$ cat config.mk
export PLATFORM = sky130hd
export DESIGN_NAME = ram_burst_ctrl
export DESIGN_NICKNAME = d
export VERILOG_FILES = /design/src/rtl/ram_burst_ctrl.sv
export SDC_FILE = /design/constraint.sdc
export NUM_CORES = 1
export LEC_CHECK = 0
export CAP_MARGIN = 20
export CORE_MARGIN = 2
export CORE_UTILIZATION = 40
export CTS_CLUSTER_SIZE = 40
export DETAILED_ROUTE_END_ITERATION = 10
export PLACE_DENSITY = 0.7
export SYNTH_ARGS = -nofsm -noshare
export SYNTH_HDL_FRONTEND = slang
export SYNTH_SLANG_ARGS = --single-unit
$ cat constraint.sdc
create_clock -name clk -period 6.3 [get_ports clk]
set_clock_uncertainty 0.2 [all_clocks]
set_input_delay 0.63 -clock clk [delete_from_list [all_inputs] [get_ports clk]]
set_output_delay 0.63 -clock clk [all_outputs]
set_load 0.005 [all_outputs]
$ cat src/rtl/ram_burst_ctrl.sv
// Burst front-end for a single-port RAM with 1-cycle read latency and a 2-deep read FIFO.
// Optional: RAM_BURST_CTRL_WRAP_EN wraps bursts modulo depth instead of truncating at the top.
module ram_burst_ctrl #(
  parameter int DATA_WIDTH = 8,
  parameter int ADDR_WIDTH = 3
) (
  input  logic                  clk,
  input  logic                  rst,
  input  logic                  req_valid,
  output logic                  req_ready,
  input  logic                  req_we,
  input  logic [ADDR_WIDTH-1:0] req_addr,
  input  logic [ADDR_WIDTH-1:0] req_len,
  input  logic                  wr_valid,
  output logic                  wr_ready,
  input  logic [DATA_WIDTH-1:0] wr_data,
  output logic                  rd_valid,
  input  logic                  rd_ready,
  output logic [DATA_WIDTH-1:0] rd_data,
  output logic                  rd_last,
  output logic                  ram_en,
  output logic                  ram_we,
  output logic [ADDR_WIDTH-1:0] ram_addr,
  output logic [DATA_WIDTH-1:0] ram_din,
  input  logic [DATA_WIDTH-1:0] ram_dout
);
  typedef enum logic [1:0] {IDLE, WRITE, READ} state_t;

  localparam logic [ADDR_WIDTH:0] ONE = {{ADDR_WIDTH{1'b0}}, 1'b1};

  state_t                         state;
  logic [ADDR_WIDTH-1:0]          addr;
  logic [ADDR_WIDTH:0]            iss_left;
  logic                           inflight, inflight_last;
  logic [1:0]                     cnt;
  logic                           wptr, rptr;
  logic [1:0][DATA_WIDTH-1:0]     fdata;
  logic [1:0]                     flast;
  logic [ADDR_WIDTH:0]            beats, lenp1;
  logic [2:0]                     occ;
  logic                           pop, credit, last_iss, rd_issue, wr_beat;

  assign lenp1 = {1'b0, req_len} + 1'b1;
`ifdef RAM_BURST_CTRL_WRAP_EN
  assign beats = lenp1;
`else
  localparam logic [ADDR_WIDTH:0] DEPTH = {1'b1, {ADDR_WIDTH{1'b0}}};
  logic [ADDR_WIDTH:0] room;
  assign room  = DEPTH - {1'b0, req_addr};
  assign beats = (lenp1 > room) ? room : lenp1;
`endif

  // A beat popped this cycle frees its slot, so 1 beat/cycle is sustained under rd_ready
  assign pop      = rd_valid && rd_ready;
  assign occ      = {1'b0, cnt} + {2'b0, inflight};
  assign credit   = (occ - {2'b0, pop}) < 3'd2;
  assign last_iss = (iss_left == ONE);
  assign rd_issue = !rst && (state == READ) && (iss_left != '0) && credit;
  assign wr_beat  = !rst && (state == WRITE) && wr_valid;

  assign req_ready = (state == IDLE);
  assign wr_ready  = !rst && (state == WRITE);
  assign ram_en    = rd_issue || wr_beat;
  assign ram_we    = wr_beat;
  assign ram_addr  = addr;
  assign ram_din   = wr_data;
  assign rd_valid  = (cnt != 2'd0);
  assign rd_data   = fdata[rptr];
  assign rd_last   = rd_valid && flast[rptr];

  always_ff @(posedge clk) begin
    if (rst) begin
      state         <= IDLE;
      addr          <= '0;
      iss_left      <= '0;
      inflight      <= 1'b0;
      inflight_last <= 1'b0;
      cnt           <= 2'd0;
      wptr          <= 1'b0;
      rptr          <= 1'b0;
      fdata         <= '0;
      flast         <= '0;
    end else begin
      inflight      <= rd_issue;
      inflight_last <= rd_issue && last_iss;
      if (inflight) begin
        fdata[wptr] <= ram_dout;
        flast[wptr] <= inflight_last;
        wptr        <= ~wptr;
      end
      if (pop) rptr <= ~rptr;
      cnt <= cnt + {1'b0, inflight} - {1'b0, pop};
      if (rd_issue || wr_beat) begin
        addr     <= addr + 1'b1;
        iss_left <= iss_left - 1'b1;
      end
      case (state)
        IDLE:
          if (req_valid) begin
            addr     <= req_addr;
            iss_left <= beats;
            state    <= req_we ? WRITE : READ;
          end
        WRITE:
          if (wr_beat && last_iss) state <= IDLE;
        READ:
          if (pop && rd_last) state <= IDLE;
        default: state <= IDLE;
      endcase
    end
  end
endmodule

==> results of run 1 <==
## stage by stage
step	instances	hold slack, ns	setup WS, ns	utilization, %	power, mW
final	285	0.249	2.19	50.9	0.554
after global routing	285	0.271	2.06	50.9	0.594
after CTS	285	0.252	2.17	50.9	0.564
after detailed placement	277	0.244	2.20	49.0	0.412
after global placement	277	0.240	2.20	49.0	0.411
after floorplan	204	0.232	3.20	-	0.361
## placed cells by master (no fill, tap or decap), types with 2 or more instances in the layout
master,n
a21oi_1,23
a31oi_1,2
and2_1,2
clkbuf_1,3
clkbuf_8,5
clkdlybuf4s50_1,36
dfxtp_1,33
ha_1,11
inv_1,12
mux2_2,9
mux2i_1,4
nand2_1,33
nand2b_1,5
nand3_1,9
nor2_1,9
nor2b_1,3
nor3_1,2
o221ai_1,2
o22ai_1,3
xnor2_1,4
xor2_1,4
## worst min path at each step
stage	slack, ns	cells past startpoint	start	end
detailed placement	0.24	2	fdata[5]$_SDFFE_PP0P_	fdata[5]$_SDFFE_PP0P_
CTS	0.25	2	inflight_last$_SDFF_PP0_	flast[0]$_SDFFE_PP0P_
global route	0.27	2	fdata[8]$_SDFFE_PP0P_	fdata[8]$_SDFFE_PP0P_
finish	0.25	2	fdata[5]$_SDFFE_PP0P_	fdata[5]$_SDFFE_PP0P_
floorplan	0.23	2	inflight_last$_SDFF_PP0_	flast[0]$_SDFFE_PP0P_
global placement	0.24	2	fdata[4]$_SDFFE_PP0P_	fdata[4]$_SDFFE_PP0P_
## registers in the layout (all words and copies together) (netlist names)
| name | cells |
|---|---|
| inflight | 1 |
| cnt | 2 |
| flast | 2 |
| fdata | 16 |
| iss_left | 4 |
| state | 2 |
| inflight_last | 1 |
| ram_addr | 3 |
| rptr | 1 |
| wptr | 1 |
## power breakdown
part / switching, mW / internal [mW]
sequential: 0.0229 / 0.226
clock: 0.0697 / 0.0784
combinational: 0.0709 / 0.0861
## metal layers
metal | GRT usage [%] | vias to the layer above
li1 | - | 744
met1 | 18.3 | 633
met2 | 25.8 | 38
met3 | 5.05 | 4
met4 | 5.77 | 0
met5 | 0 | -
## worst register-to-register path, stage by stage (launching register included)
cell	delay, ns
dfxtp_1	0.32
inv_1	0.11
nand2_1	0.08
and2_1	0.18
ha_1	0.27
inv_1	0.04
ha_1	0.18
fa_1	0.49
nor4b_4	0.29
a31oi_4	0.19
nor4_1	0.27
xnor2_1	0.16
o22ai_1	0.09
## final cells by class
type	instances	area (sq um)
Timing Repair Buffer	37	368
Sequential cell	33	661
Tap cell	52	65.1
Clock buffer	8	80.1
Multi-Input combinational cell	142	962
Fill cell	414	2110
Inverter	13	48.8
## kinds of logic after synthesis
| family | share of synthesized area [%] |
|---|---|
| adder cells (fa/ha/maj) | 8.94 |
| flip-flops | 37.5 |
| multiplexers | 8.02 |
| XOR/XNOR | 3.97 |
| AND/OR/NAND/NOR | 21.5 |
| buffers and inverters | 7.95 |
| AO/OA/AOI/OAI | 12.1 |
==> results.json, run 1 <==
{
  "finalSetupViolations": 0,
  "fin_crit_sh_pct": 65.3,
  "grt_max_degree": 34,
  "ir_worst_vdd_v": 0.000112,
  "area_delta_synth_final_pct": 23.9,
  "ys_seq_area_share_pct": 37.5,
  "cts-root-buf": "clkbuf_8",
  "status": "finished clean",
  "cts_buffers": 5,
  "synth_edf_count": 0,
  "clk_path_buf_depth": 2,
  "syn-num-nets": 244,
  "dp_hpwl_um": 2570,
  "cts-htree-levels": 2,
  "nets": 272,
  "grt_first_pass_wirelength_um": 6090,
  "clkLatencyLatePin_ns": 0.28,
  "timing.max_slew.rel_slack_pct": 59.0,
  "critPathBufInv": 4,
  "synth_seq_cells": 33,
  "routed_wl_um": 3510,
  "die_x_um": 70.4,
  "drv_cap": 0,
  "synth_warnings": 0,
  "syn-cell-area_sq_mm": 0.00176,
  "path_max_fanout": 8,
  "path_clk_slew_ns": 0.06,
  "drive_gt1_share_pct": 9.44,
  "ios": 53,
  "worstSetupStartpoint": "rd_ready",
  "coreArea_sq_mm": 0.00429,
  "cp-end-kind": "primary output",
  "cp.depth": 10,
  "synth_top_cell_by_area": "dfxtp_1",
  "cts_setup_buffers": 0,
  "drt_first_pass_iters": 4,
  "wl_met2_um": 1670,
  "cp.required_ns": 5.47,
  "antenna_found_initial": 0,
  "slew_violations": 0,
  "finalCriticalPeriod_ns": 4.11,
  "tns_ns": 0,
  "highest_layer": "met4",
  "hold_viol_final": 0,
  "num_vias": 1419,
  "overflow": 0,
  "start_util_pct": 41.1,
  "r2r-start": "cnt[1]$_SDFF_PP0_",
  "critical_path_class": "input pin to primary output",
  "cpPeakStageDelay_ns": 0.50,
  "place_area_sq_mm": 0.00210,
  "r2r-end": "iss_left[3]$_SDFF_PP0_",
  "first_global_vias": 1413,
  "synth_common_cells": "dfxtp_1 (33), nand2_1 (33), a21oi_1 (23)",
  "cp-endpoint": "ram_en",
  "power.density_mw_per_mm2": 254,
  "rsz0062_at_grt": "false",
  "path_delay_family": "buffers and inverters",
  "clock.fmax_mhz": 243,
  "syn_inst": 204,
  "num_rows": 24,
  "met1_length_um": 1610,
  "route.detailed.drc": 0,
  "routabilityCongestion": 0.826,
  "synth_flop_cell": "dfxtp_1",
  "drtAntennaViolNets": 0,
  "chipHeight_um": 70.4,
  "cts_tree": "yes",
  "portBuffers": 36,
  "cts_resized": 0,
  "antenna_cells": 0,
  "grt.total_usage_pct": 15.4,
  "yosys.cell_types.count": 40,
  "rrSetupSlack_ns": 3.33,
  "wl_per_cell_um": 12.3,
  "routed-wl-met3_um": 191,
  "synthTopCellsByArea": "dfxtp_1 (37%), ha_1 (7.8%), nand2_1 (7.0%)",
  "yosys.area.top_type_share_pct": 37.5,
  "cts_sinks": 33,
  "worst_pin_slew_ns": 0.614,
  "cts_hold_buf": 0,
  "critPathSlowestCell": "clkdlybuf4s50_1",
  "cp.arrival_ns": 3.28,
  "power.leakage_nw": 0.816,
  "hold_path_class": "flop to flop",
  "synthArstFlopShare_pct": 0,
  "drt_iter0_markers": 53,
  "cp_cell_sequence": "clkdlybuf4s50_1 -> and2_1 -> ha_1 -> inv_1 -> ha_1 -> fa_1 -> nor4b_4 -> a31oi_4 -> inv_2 -> clkdlybuf4s50_1",
  "dieArea_sq_mm": 0.00495,
  "fin_area_sq_mm": 0.00218,
  "reg2reg_depth": 12,
  "start_kind": "input pin",
  "drt-vias-per-instance": 4.98,
  "avgSynthCellArea_sq_um": 8.64
}
Power figures use the tool's default switching activity.
==> inputs of run 2 (changes only) <==
- clock period: 6.3 -> 3.9 ns (I/O delays scaled with it)
==> run 2 against run 1 <==
Critical path type unchanged. Clock-buffer cell count shrank 1. Cell count rose by 0.35%. Cell area grew 1.3%. Global-route usage is 0.36 points lower. Wire length increased by 2.0%. Critical path depth is the same. Hold slack improved by 0.0056 ns. Clock power increased by 89%. Non-clock buffer count rose by 1. Via count rose by 0.42%. Worst setup slack worse by 2.0 ns.
==> results.json, run 2 (synthesis gave the netlist of run 1 again) <==
{
  "status": "finished clean",
  "nets": 273,
  "coreArea_sq_mm": 0.00429,
  "drt_first_pass_iters": 3,
  "fin_crit_sh_pct": 94.0,
  "preCtsSetupSlack_ns": 0.233,
  "start_kind": "input pin",
  "hold_viol_final": 0,
  "gr-usage-met2_pct": 24.8,
  "timing.max_slew.rel_slack_pct": 57.6,
  "cts_resized": 0,
  "finalCriticalPeriod_ns": 3.67,
  "antenna_cells": 0,
  "drt_iter0_markers": 93,
  "tns_ns": 0,
  "cp-end-kind": "primary output",
  "wl_per_cell_um": 12.5,
  "grt_max_degree": 31,
  "area_delta_synth_final_pct": 25.5,
  "drv_cap": 0,
  "overflow": 0,
  "top_usage_layer": "met2",
  "routabilityCongestion": 0.794,
  "final_cell_mix": "clkdlybuf4s50_1 (36), nand2_1 (33), dfxtp_1 (33)",
  "regArea_sq_um": 661,
  "dieArea_sq_mm": 0.00495,
  "die_x_um": 70.4,
  "path_max_fanout": 8,
  "start_util_pct": 41.1,
  "power.leakage_nw": 0.836,
  "r2r-end": "iss_left[3]$_SDFF_PP0_",
  "cts-htree-levels": 2,
  "final_common_cell": "clkdlybuf4s50_1",
  "drtAntennaViolNets": 0,
  "hold_end": "fdata[10]$_SDFFE_PP0P_",
  "cts_sinks": 33,
  "grt_first_pass_wirelength_um": 5900,
  "path_clk_slew_ns": 0.07,
  "dp_cells": 278,
  "use_met1_pct": 18.2,
  "worst_pin_slew_ns": 0.635,
  "worstHoldStart": "fdata[10]$_SDFFE_PP0P_",
  "chipHeight_um": 70.4,
  "num_rows": 24,
  "ir_worst_vdd_v": 0.000249,
  "cts_hold_buf": 0,
  "critical_path_class": "input pin to primary output",
  "routed_wl_um": 3580,
  "clkLatencyLatePin_ns": 0.28,
  "portBuffers": 36,
  "slew_violations": 0,
  "num_vias": 1425,
  "layout_setup_ws_ns": 0.233,
  "rsz0062_at_grt": "false",
  "reg2reg_depth": 12,
  "route.detailed.drc": 0,
  "finalSetupViolations": 0,
  "power.density_mw_per_mm2": 424,
  "drive_gt1_share_pct": 11.1,
  "antenna_found_initial": 0,
  "grtUsageMet3_pct": 5.19,
  "nFillCells": 421,
  "holdPathStages": 2,
  "clk_path_buf_depth": 2,
  "largest_reg_flops": 16,
  "dp_hpwl_um": 2680,
  "cts_buffers": 5,
  "first_global_vias": 1320,
  "cp.arrival_ns": 3.08,
  "utilization_pct": 51.5,
  "hold_ws_ns": 0.255,
  "hold_path_class": "flop to flop",
  "fin_cells": 286,
  "rrSetupSlack_ns": 0.91,
  "cts_setup_buffers": 0,
  "ios": 53,
  "largest_register": "fdata",
  "clock.fmax_mhz": 273,
  "r2r-start": "cnt[1]$_SDFF_PP0_",
  "cp.required_ns": 3.31,
  "grt.total_usage_pct": 15.1,
  "drt-vias-per-instance": 4.98,
  "cts-root-buf": "clkbuf_8",
  "cts_tree": "yes",
  "multiInputGateArea_sq_um": 962
}
==> run 2: worst max-delay path by stage <==
stage,from,to,slack (ns),cells after the start
global placement,rd_ready,ram_en,0.28,10
floorplan,cnt[1]$_SDFF_PP0_,iss_left[3]$_SDFF_PP0_,1.06,12
finish,rd_ready,ram_en,0.23,10
detailed placement,rd_ready,ram_en,0.23,10
CTS,rd_ready,ram_en,0.22,10
global route,cnt[1]$_SDFF_PP0_,ram_en,0.06,11
==> run 2: metrics by stage <==
step	total power, mW	cell area, sq um
final	0.939	2210
after CTS	0.950	2210
after global routing	0.998	2210
after global placement	0.664	2110
after floorplan	0.583	1760
after detailed placement	0.669	2110
==> run 2: cell type report <==
cell class                 count  share of cell area [%]
timing repair buffer          38                    17.0
sequential                    33                    29.8
tap                           52                    2.94
inverter                      13                    2.20
clock inverter                 1                   0.226
multi-input combinational    142                    43.5
clock buffer                   7                    4.35
==> run 2: routing by layer <==
| metal | up-vias | wire (um) |
|---|---|---|
| met5 | - | 0 |
| met4 | 0 | 45 |
| li1 | 746 | - |
| met1 | 642 | 1650 |
| met2 | 31 | 1710 |
| met3 | 6 | 174 |
==> run 2: report_power, final <==
group	switching, mW	leakage (nW)	internal, mW
clock	0.120	0.0542	0.159
sequential	0.0357	0.268	0.366
combinational	0.118	0.514	0.140
==> run 2: worst max-delay path: stages <==
cell             delay (ns)
clkdlybuf4s50_1        0.42
and2_1                 0.17
ha_1                   0.27
inv_1                  0.04
ha_1                   0.18
fa_1                   0.50
nor4b_4                0.30
a31oi_4                0.19
inv_2                  0.12
clkdlybuf4s50_1        0.50
